===== src/rtl/color_track_pkg.sv =====
// Shared definitions for the region colour tracker: default frame geometry
// and the result-latching FSM state encoding.
package color_track_pkg;

   localparam int DEF_H_RES = 640;
   localparam int DEF_V_RES = 480;

   typedef enum logic [1:0] {
      IDLE  = 2'd0,
      LATCH = 2'd1,
      SCAN  = 2'd2
   } track_state_e;

endpackage


===== src/rtl/region_color_tracker_region_index.sv =====
// Maps a pixel column onto its vertical strip with a comparator chain
// against the strip boundaries k*RW, so no divider is needed. Columns at or
// beyond NUM_REGIONS*RW (the remainder) are flagged as out of range.
module region_index #(
   parameter int NUM_REGIONS = 4,
   parameter int RW          = 160,
   parameter int X_W         = 10,
   parameter int IDX_W       = 2
) (
   input  logic [X_W-1:0]   x,
   output logic             in_range,
   output logic [IDX_W-1:0] idx
);

   logic [31:0] x_ext;
   assign x_ext = 32'(x);

   // Highest boundary the column has reached selects the strip.
   always_comb begin
      in_range = (x_ext < 32'(NUM_REGIONS * RW));
      idx      = '0;
      for (int k = 1; k < NUM_REGIONS; k++) begin
         if (x_ext >= 32'(k * RW)) idx = IDX_W'(k);
      end
   end

endmodule


===== src/rtl/region_color_tracker.sv =====
// Per-frame, per-strip colour hit counter. Counts classifier hits per
// vertical strip during a frame, snapshots the counts at the frame's end
// pixel, applies on/off hysteresis per strip and scans for the dominant strip.
module region_color_tracker
   import color_track_pkg::*;
#(
   parameter int H_RES       = DEF_H_RES,
   parameter int V_RES       = DEF_V_RES,
   parameter int NUM_REGIONS = 4,
   parameter int CNT_W       = 17,
   parameter int X_W         = 10,
   parameter int Y_W         = 10,
   parameter int IDX_W       = $clog2(NUM_REGIONS)
) (
   input  logic                   clk,
   input  logic                   rst,
   input  logic                   en,
   input  logic                   pix_valid,
   input  logic [X_W-1:0]         x,
   input  logic [Y_W-1:0]         y,
   input  logic                   hit,
   input  logic [CNT_W-1:0]       thr_on,
   input  logic [CNT_W-1:0]       thr_off,
   output logic [NUM_REGIONS-1:0] detected,
   output logic [IDX_W-1:0]       best_region,
   output logic                   best_valid,
   output logic                   frame_done,
   output logic                   frame_abort,
   input  logic [IDX_W-1:0]       rd_sel,
   output logic [CNT_W-1:0]       rd_count
);

   localparam int               RW       = H_RES / NUM_REGIONS;
   localparam logic [CNT_W-1:0] CNT_MAX  = '1;
   localparam logic [X_W-1:0]   X_LAST   = X_W'(H_RES - 1);
   localparam logic [Y_W-1:0]   Y_LAST   = Y_W'(V_RES - 1);
   localparam logic [IDX_W-1:0] LAST_IDX = IDX_W'(NUM_REGIONS - 1);

   function automatic logic [CNT_W-1:0] sat_inc(input logic [CNT_W-1:0] v);
      return (v == CNT_MAX) ? v : v + CNT_W'(1);
   endfunction

   // Stage 0: live counters; stage 1: frame snapshot; stage 2: argmax scan.
   logic [CNT_W-1:0] cnt_p0    [NUM_REGIONS];
   logic [CNT_W-1:0] shadow_p1 [NUM_REGIONS];
   logic [CNT_W-1:0] run_max_p2;
   logic [IDX_W-1:0] run_arg_p2;
   logic [IDX_W-1:0] scan_idx;
   logic             in_frame;

   track_state_e     state_q, state_d;
   logic             do_latch, do_scan, scan_last;

   logic             px_in_range;
   logic [IDX_W-1:0] px_idx;
   logic             start_px, end_px, y_ok, cnt_hit;

   logic [CNT_W-1:0] scan_val;
   logic             scan_take;
   logic [CNT_W-1:0] next_max;
   logic [IDX_W-1:0] next_arg;

   region_index #(
      .NUM_REGIONS (NUM_REGIONS),
      .RW          (RW),
      .X_W         (X_W),
      .IDX_W       (IDX_W)
   ) u_region_index (
      .x        (x),
      .in_range (px_in_range),
      .idx      (px_idx)
   );

   assign start_px = pix_valid && (x == '0) && (y == '0);
   assign end_px   = pix_valid && in_frame && (x == X_LAST) && (y == Y_LAST);
   assign y_ok     = (32'(y) < 32'(V_RES));
   // The start pixel counts toward the frame it opens.
   assign cnt_hit  = pix_valid && hit && px_in_range && y_ok && (in_frame || start_px);

   // Frame tracking and saturating per-strip counters.
   always_ff @(posedge clk or posedge rst) begin
      if (rst) begin
         in_frame    <= 1'b0;
         frame_abort <= 1'b0;
         for (int i = 0; i < NUM_REGIONS; i++) cnt_p0[i] <= '0;
      end else if (!en) begin
         in_frame    <= 1'b0;
         frame_abort <= 1'b0;
         for (int i = 0; i < NUM_REGIONS; i++) cnt_p0[i] <= '0;
      end else begin
         frame_abort <= start_px && in_frame;
         if (start_px)    in_frame <= 1'b1;
         else if (end_px) in_frame <= 1'b0;
         for (int i = 0; i < NUM_REGIONS; i++) begin
            if (start_px)
               cnt_p0[i] <= (cnt_hit && (px_idx == IDX_W'(i))) ? CNT_W'(1) : '0;
            else if (cnt_hit && (px_idx == IDX_W'(i)))
               cnt_p0[i] <= sat_inc(cnt_p0[i]);
         end
      end
   end

   // Result FSM state register; runs independently of counting.
   always_ff @(posedge clk or posedge rst) begin
      if (rst)       state_q <= IDLE;
      else if (!en)  state_q <= IDLE;
      else           state_q <= state_d;
   end

   // Next-state and per-state strobes.
   always_comb begin
      state_d   = state_q;
      do_latch  = 1'b0;
      do_scan   = 1'b0;
      scan_last = 1'b0;
      case (state_q)
         IDLE:  if (end_px) state_d = LATCH;
         LATCH: begin
            do_latch = 1'b1;
            state_d  = SCAN;
         end
         SCAN: begin
            do_scan = 1'b1;
            if (scan_idx == LAST_IDX) begin
               scan_last = 1'b1;
               state_d   = IDLE;
            end
         end
         default: state_d = IDLE;
      endcase
   end

   // Scan position walks the shadows once per frame.
   always_ff @(posedge clk or posedge rst) begin
      if (rst)                  scan_idx <= '0;
      else if (!en)             scan_idx <= '0;
      else if (do_scan)         scan_idx <= scan_last ? '0 : scan_idx + IDX_W'(1);
      else                      scan_idx <= '0;
   end

   // Strict greater-than keeps the lowest index on ties.
   always_comb begin
      scan_val  = shadow_p1[scan_idx];
      scan_take = (scan_idx == '0) || (scan_val > run_max_p2);
      next_max  = scan_take ? scan_val : run_max_p2;
      next_arg  = scan_take ? scan_idx : run_arg_p2;
   end

   // Snapshot, hysteresis flags and argmax results.
   always_ff @(posedge clk or posedge rst) begin
      if (rst) begin
         for (int i = 0; i < NUM_REGIONS; i++) shadow_p1[i] <= '0;
         detected    <= '0;
         run_max_p2  <= '0;
         run_arg_p2  <= '0;
         best_region <= '0;
         best_valid  <= 1'b0;
         frame_done  <= 1'b0;
      end else if (!en) begin
         for (int i = 0; i < NUM_REGIONS; i++) shadow_p1[i] <= '0;
         detected    <= '0;
         run_max_p2  <= '0;
         run_arg_p2  <= '0;
         best_region <= '0;
         best_valid  <= 1'b0;
         frame_done  <= 1'b0;
      end else begin
         frame_done <= 1'b0;
         if (do_latch) begin
            for (int i = 0; i < NUM_REGIONS; i++) begin
               shadow_p1[i] <= cnt_p0[i];
               if (cnt_p0[i] > thr_on)       detected[i] <= 1'b1;
               else if (cnt_p0[i] < thr_off) detected[i] <= 1'b0;
            end
         end
         if (do_scan) begin
            run_max_p2 <= next_max;
            run_arg_p2 <= next_arg;
            if (scan_last) begin
               best_region <= next_arg;
               best_valid  <= |detected;
               frame_done  <= 1'b1;
            end
         end
      end
   end

   assign rd_count = (32'(rd_sel) < 32'(NUM_REGIONS)) ? shadow_p1[rd_sel] : '0;

endmodule


===== config.mk =====
export PLATFORM = sky130hd
export DESIGN_NAME = region_color_tracker
export DESIGN_NICKNAME = d
export VERILOG_FILES = /design/src/rtl/color_track_pkg.sv /design/src/rtl/region_color_tracker_region_index.sv /design/src/rtl/region_color_tracker.sv
export SDC_FILE = /design/constraint.sdc
export NUM_CORES = 1
export LEC_CHECK = 0
export CAP_MARGIN = 20
export CORE_AREA = 2 2 155 157
export CTS_CLUSTER_DIAMETER = 120
export CTS_CLUSTER_SIZE = 12
export DETAILED_ROUTE_END_ITERATION = 6
export DIE_AREA = 0 0 157 159
export HOLD_SLACK_MARGIN = 0.15
export PLACE_DENSITY_LB_ADDON = 0.2
export SLEW_MARGIN = 10
export SYNTH_ARGS = -nofsm -noshare
export SYNTH_HDL_FRONTEND = slang
export SYNTH_SLANG_ARGS = --single-unit
export TNS_END_PERCENT = 10

===== constraint.sdc =====
create_clock -name clk -period 9.85 [get_ports clk]
set_input_delay 1.97 -clock clk [delete_from_list [all_inputs] [get_ports clk]]
set_output_delay 1.97 -clock clk [all_outputs]
set_load 0.02 [all_outputs]

== Yosys cells after proc, flatten, opt, wreduce, memory -nomap -nowiden ==
Index checks and enable logic that the tools add are counted.

* Register bits: 169
* Bits of input ports: 61
* Output and inout port bits: 26

* Add/sub/neg operators: 5
* Order comparisons: 16
* Equality and inequality tests: 31
* Multiplexer cells: 68
* Bitwise operators: 2
* Reduce and logical (&&, ||, !) cells: 33

{| class="wikitable"
|+ Operators with widths
! operator !! count
|-
| $mux 17 || 19
|-
| $mux 68 || 3
|-
| $gt 17x17->1 || 5
|-
| $add 17x1->17 const B || 4
|-
| $bmux 17 s2 || 2
|-
| $eq 17x17->1 const B || 4
|-
| $lt 17x17->1 || 4
|-
| $mux 2 || 14
|-
| $mux 1 || 27
|-
| $ne 3x1->1 const B || 9
|-
| $reduce_and 2->1 || 11
|-
| $ge 10x9->1 const B || 2
|-
| $logic_not 10->1 || 2
|-
| $ne 3x3->1 const B || 6
|-
| $logic_and 1x1->1 || 14
|-
| $eq 10x10->1 const B || 1
|-
| $eq 10x9->1 const B || 1
|-
| $ge 10x8->1 const B || 1
|-
| $lt 10x10->1 const B || 1
|-
| $lt 10x9->1 const B || 1
|-
| $eq 2x2->1 const B || 4
|-
| $mux 4 || 2
|-
| $ne 2x1->1 const B || 4
|-
| $ge 3x3->1 const B || 2
|-
| 7 further kinds || 12
|}

== Depth between registers and ports, before layout ==
* Depth in word-level cells: 10
* Gate-level depth with buffers: 12
* Depth with buffers taken out: 12

== Hierarchy ==
A second synthesis with hierarchy kept.

* Cells, all modules: 1344
* Area total of the unflattened synthesis: 12315.6 um^2

{| class="wikitable"
|+ By module, submodules not included
! module !! instances !! cells each !! area an instance (um^2)
|-
| region_color_tracker || 1 || 1338 || 12274.3
|-
| region_index || 1 || 6 || 41.3
|}

== Worst setup path after synthesis ==
No wires, ideal clock.

* Kind: input to output
* From: input rd_sel[0]
* To: output rd_count[10]
* Arrival: 3.585 ns
* Data required time: 7.880 ns
* Path slack: 4.295 ns
* Cell stages on the path: 3
* Cells stage by stage: clkbuf_1 buf_1 mux4_2

* Word-level cells in the longest chain between the ends: 4

{| class="wikitable"
|+ RTL lines
! what !! RTL line !! source
|-
| start, declared || region_color_tracker.sv:29 || <nowiki>input logic [IDX_W-1:0] rd_sel,</nowiki>
|-
| $not 2->3 (implied by the code) || region_color_tracker.sv:188 || <nowiki>assign rd_count = (32'(rd_sel) < 32'(NUM_REGIONS)) ? shadow_p1[rd_sel] : '0;</nowiki>
|-
| $bmux 17 s2 || region_color_tracker.sv:188 ||
|-
| $mux 17 (implied by the code) (2 in a row) || region_color_tracker.sv:188 ||
|-
| end, declared || region_color_tracker.sv:30 || <nowiki>output logic [CNT_W-1:0] rd_count</nowiki>
|}

No other way between the ends. The select of a mux whose other input is x is not followed.

== Worst setup path after layout ==
* From: input rd_sel[1]
* To: output rd_count[9]

The elaborated chain is that of the path after synthesis.

==> flow_summary.toml <==
[run_status]
status = "finished, final reports clean"

[timing]
timing_hold_violations_final = 0
fmax_ghz = 0.168
tightest_slew_ps = 1070
rsz0062_at_grt = "false"
slew_headroom_pct = 28.6
slew_viol_final = 0
clock_skew_ps = 15.2
period_needed_ps = 5940
tns_ps = 0
setup_viol = 0
whs_ps = 512
period_share_pct = 60.3

[routing]
top_layer_used = "met4"
firstDrtPassIters = 5
drt-initial-drc-count = 1168
wl_um = 38200
routed-via-count = 10800
wl_met1_um = 16500
viasPerCell = 6.35
drcViolationCount = 0
dr_wl_met3_um = 3070
wl_per_cell_um = 22.5
met2WireLength_um = 16800
ant_nets = 0

[logic_synthesis]
synth_fa_ha_area_share_pct = 16.4
synth_top_family_by_area = "simple AND/OR/NAND/NOR gates"
synth_xor_area_share_pct = 1.95
ys_ff_latch = 169
synthesis.nets = 1526
synthSimpleGateAreaFrac_pct = 20.0
ys_seq_area_share_pct = 34.9
yosysWarnings = 0
synth_edf_count = 0
syn_inst = 1306
synthArstFlopShare_pct = 100
syn-mean-instance-area_um2 = 9.28
synth_cell_types = 64
synthMuxAreaShare_pct = 6.73
synth_compound_area_share_pct = 15.7
syn_area_um2 = 12100
synth-main-ff-cell = "dfrtp_1"

[clock_network]
ctsHoldBuffers = 0
htreeDepth = 4
cts_root_buffer = "clkbuf_16"
cts_inserted_buffers = 17
clock_path_buffers = 2
clock_latency_ps = 430
postCtsSetupBuffers = 0
cts.repair.resized = 0
path_clk_slew_ps = 70
clock_sinks = 169
cts_tree = "built"

[power]
pwr_density_cell_nw_per_um2 = 109
p_leak_nw = 6.39
vdd_drop_max_mv = 0.119

[worst_setup_path]
cp.required_ps = 7880
worst-r2r-cell-count = 10
critical_path.max_stage_delay_ps = 1020
cp.arrival_ps = 3970
startpoint_type = "input pin"
slowest_stage = "clkdlybuf4s50_1"
critical_path.most_common_cell = "clkdlybuf4s50_1"
critPathKind = "input pin to output port"
crit_chain = "clkdlybuf4s50_1 > mux4_2 > clkdlybuf4s50_1"
cp-end-kind = "output port"
critPathMaxFanout = 17

[grt]
grt_pass1_vias = 10200
overflow = 0
grtUsageTotal_pct = 31.4
antenna_found_initial = 0
grt_pass1_wl_um = 59600
grt_start_max_net_pins = 92

[cells_and_area]
drive_gt1_share_pct = 7.19
fin_util_pct = 59.8
nets = 1583
diodes = 0
fin_area_um2 = 13900
fin_cells = 1695
synthToLayoutAreaGrowth_pct = 14.4
n_fill_cell = 1986

[floorplan]
row_count = 56
io_pins = 87
start_util_pct = 52.3
die_area_um2 = 25000
fp.dieH_um = 159
die_w_um = 157
coreArea_um2 = 23200

[placement]
io_buffers = 86
gp_congestion = 0.949
dpl_cell_area_um2 = 13300
dp_hpwl_um = 28500
dp.cells = 1663

[min_path]
whs_path_depth = 1
hold_class = "register to register"

[flow_run]
maxCapViolCount = 0
[path summary, 6_finish.rpt]
kind,endpoint,from,slack [ps]
setup reg to reg,run_max_p2[12],scan_idx[0],5960
setup / recovery,rd_count[9],rd_sel[1],3910
hold reg to reg,state_q[0],state_q[0],510
max in group asynchronous,shadow_p1[4],rst,5960
min in group asynchronous,shadow_p1[62],rst,1960
hold / removal,state_q[0],state_q[0],510
[cell usage in the layout (no fill, tap or decap), drive strengths merged, types with 7 or more instances in the layout]
cell type	synthesis	routed
and2	7	7
nor3	10	10
a21oi	148	148
mux4	34	34
dfrtp	169	169
nand3	31	31
or3	9	9
nand2	184	184
and4	10	10
xor2	16	16
o21ai	30	30
clkbuf	45	17
nor2	63	63
a211oi	7	7
nor4	10	10
buf	14	12
ha	159	159
a21o	30	30
o31ai	27	27
nand2b	9	9
or4	16	16
xnor2	11	11
nand4	68	68
clkdlybuf4s50	0	85
inv	76	82
and3	29	29
nor2b	14	14
o211ai	10	10
clkinv	0	8
[critical path: cells and delay by family]
family | cells | cell delay [ps]
buffers and inverters | 2 | 1570
multiplexers | 1 | 420
[cell families (layout without fill, tap and decap cells)]
kind of cell,Yosys count,in the layout
xor+xnor,27,27
mux,39,39
flops,169,169
simple gates,475,475
fa+ha+maj,159,159
compound gates,302,302
buf+inv,135,205
[per-stage QoR]
step / setup slack (ps) / power [mW]
final: 3910 / 1.50
after global routing: 3850 / 1.55
after CTS: 3420 / 1.51
after global placement: 3500 / 0.822
after floorplan: 3300 / 0.771
after detailed placement: 3420 / 0.825
[registers in the layout, indices dropped and copies added, names as in the netlist]
name and count:
cnt_p0 68, shadow_p1 68, run_max_p2 17, detected 4, best_region 2, run_arg_p2 2
scan_idx 2, state_q 2, best_valid 1, frame_abort 1, frame_done 1, in_frame 1
[layer usage]
layer	vias up	global-route usage, %
li1	4954	-
met1	5211	45.2
met2	486	46.0
met3	104	5.74
met4	0	13.8
met5	-	0
[Yosys cell counts, drive strengths merged (7+ instances only)]
cell type	instances	area share (%)
or4	16	0.99
ha	159	16
nand2	184	5.7
a21o	30	1.9
xor2	16	1.2
nand3	31	1.3
or3	9	0.46
nand2b	9	0.46
o211ai	10	0.62
and4	10	0.72
clkbuf	45	1.4
o31ai	27	1.7
nor4	10	0.57
nand4	68	3.5
o21ai	30	1.2
and3	29	1.5
inv	76	2.4
nor2b	14	0.72
mux4	34	6.3
nor3	10	0.41
a211oi	7	0.43
xnor2	11	0.79
dfrtp	169	35
nor2	63	2.0
a21oi	148	6.1
buf	14	0.62
and2	7	0.36
[power breakdown]
| group | total, mW | switching (mW) | leakage [nW] | internal [mW] |
|---|---|---|---|---|
| registers | 0.693 | 0.00000000869 | 2.36 | 0.693 |
| clock network | 0.694 | 0.346 | 0.295 | 0.348 |
| logic | 0.118 | 0.0746 | 3.73 | 0.0434 |
[layout make-up]
type                    instances  area (µm²)  share of cell area [%]
clock buffers                  17         425                    3.07
clock inverters                15         193                    1.39
inverters                      76         290                    2.09
multi-input cells            1002        7390                    53.3
flip-flops and latches        169        4230                    30.5
well taps                     319         399                    2.88
repair buffers                 97         942                    6.79
Note: power is estimated with default switching activity, not from simulation.
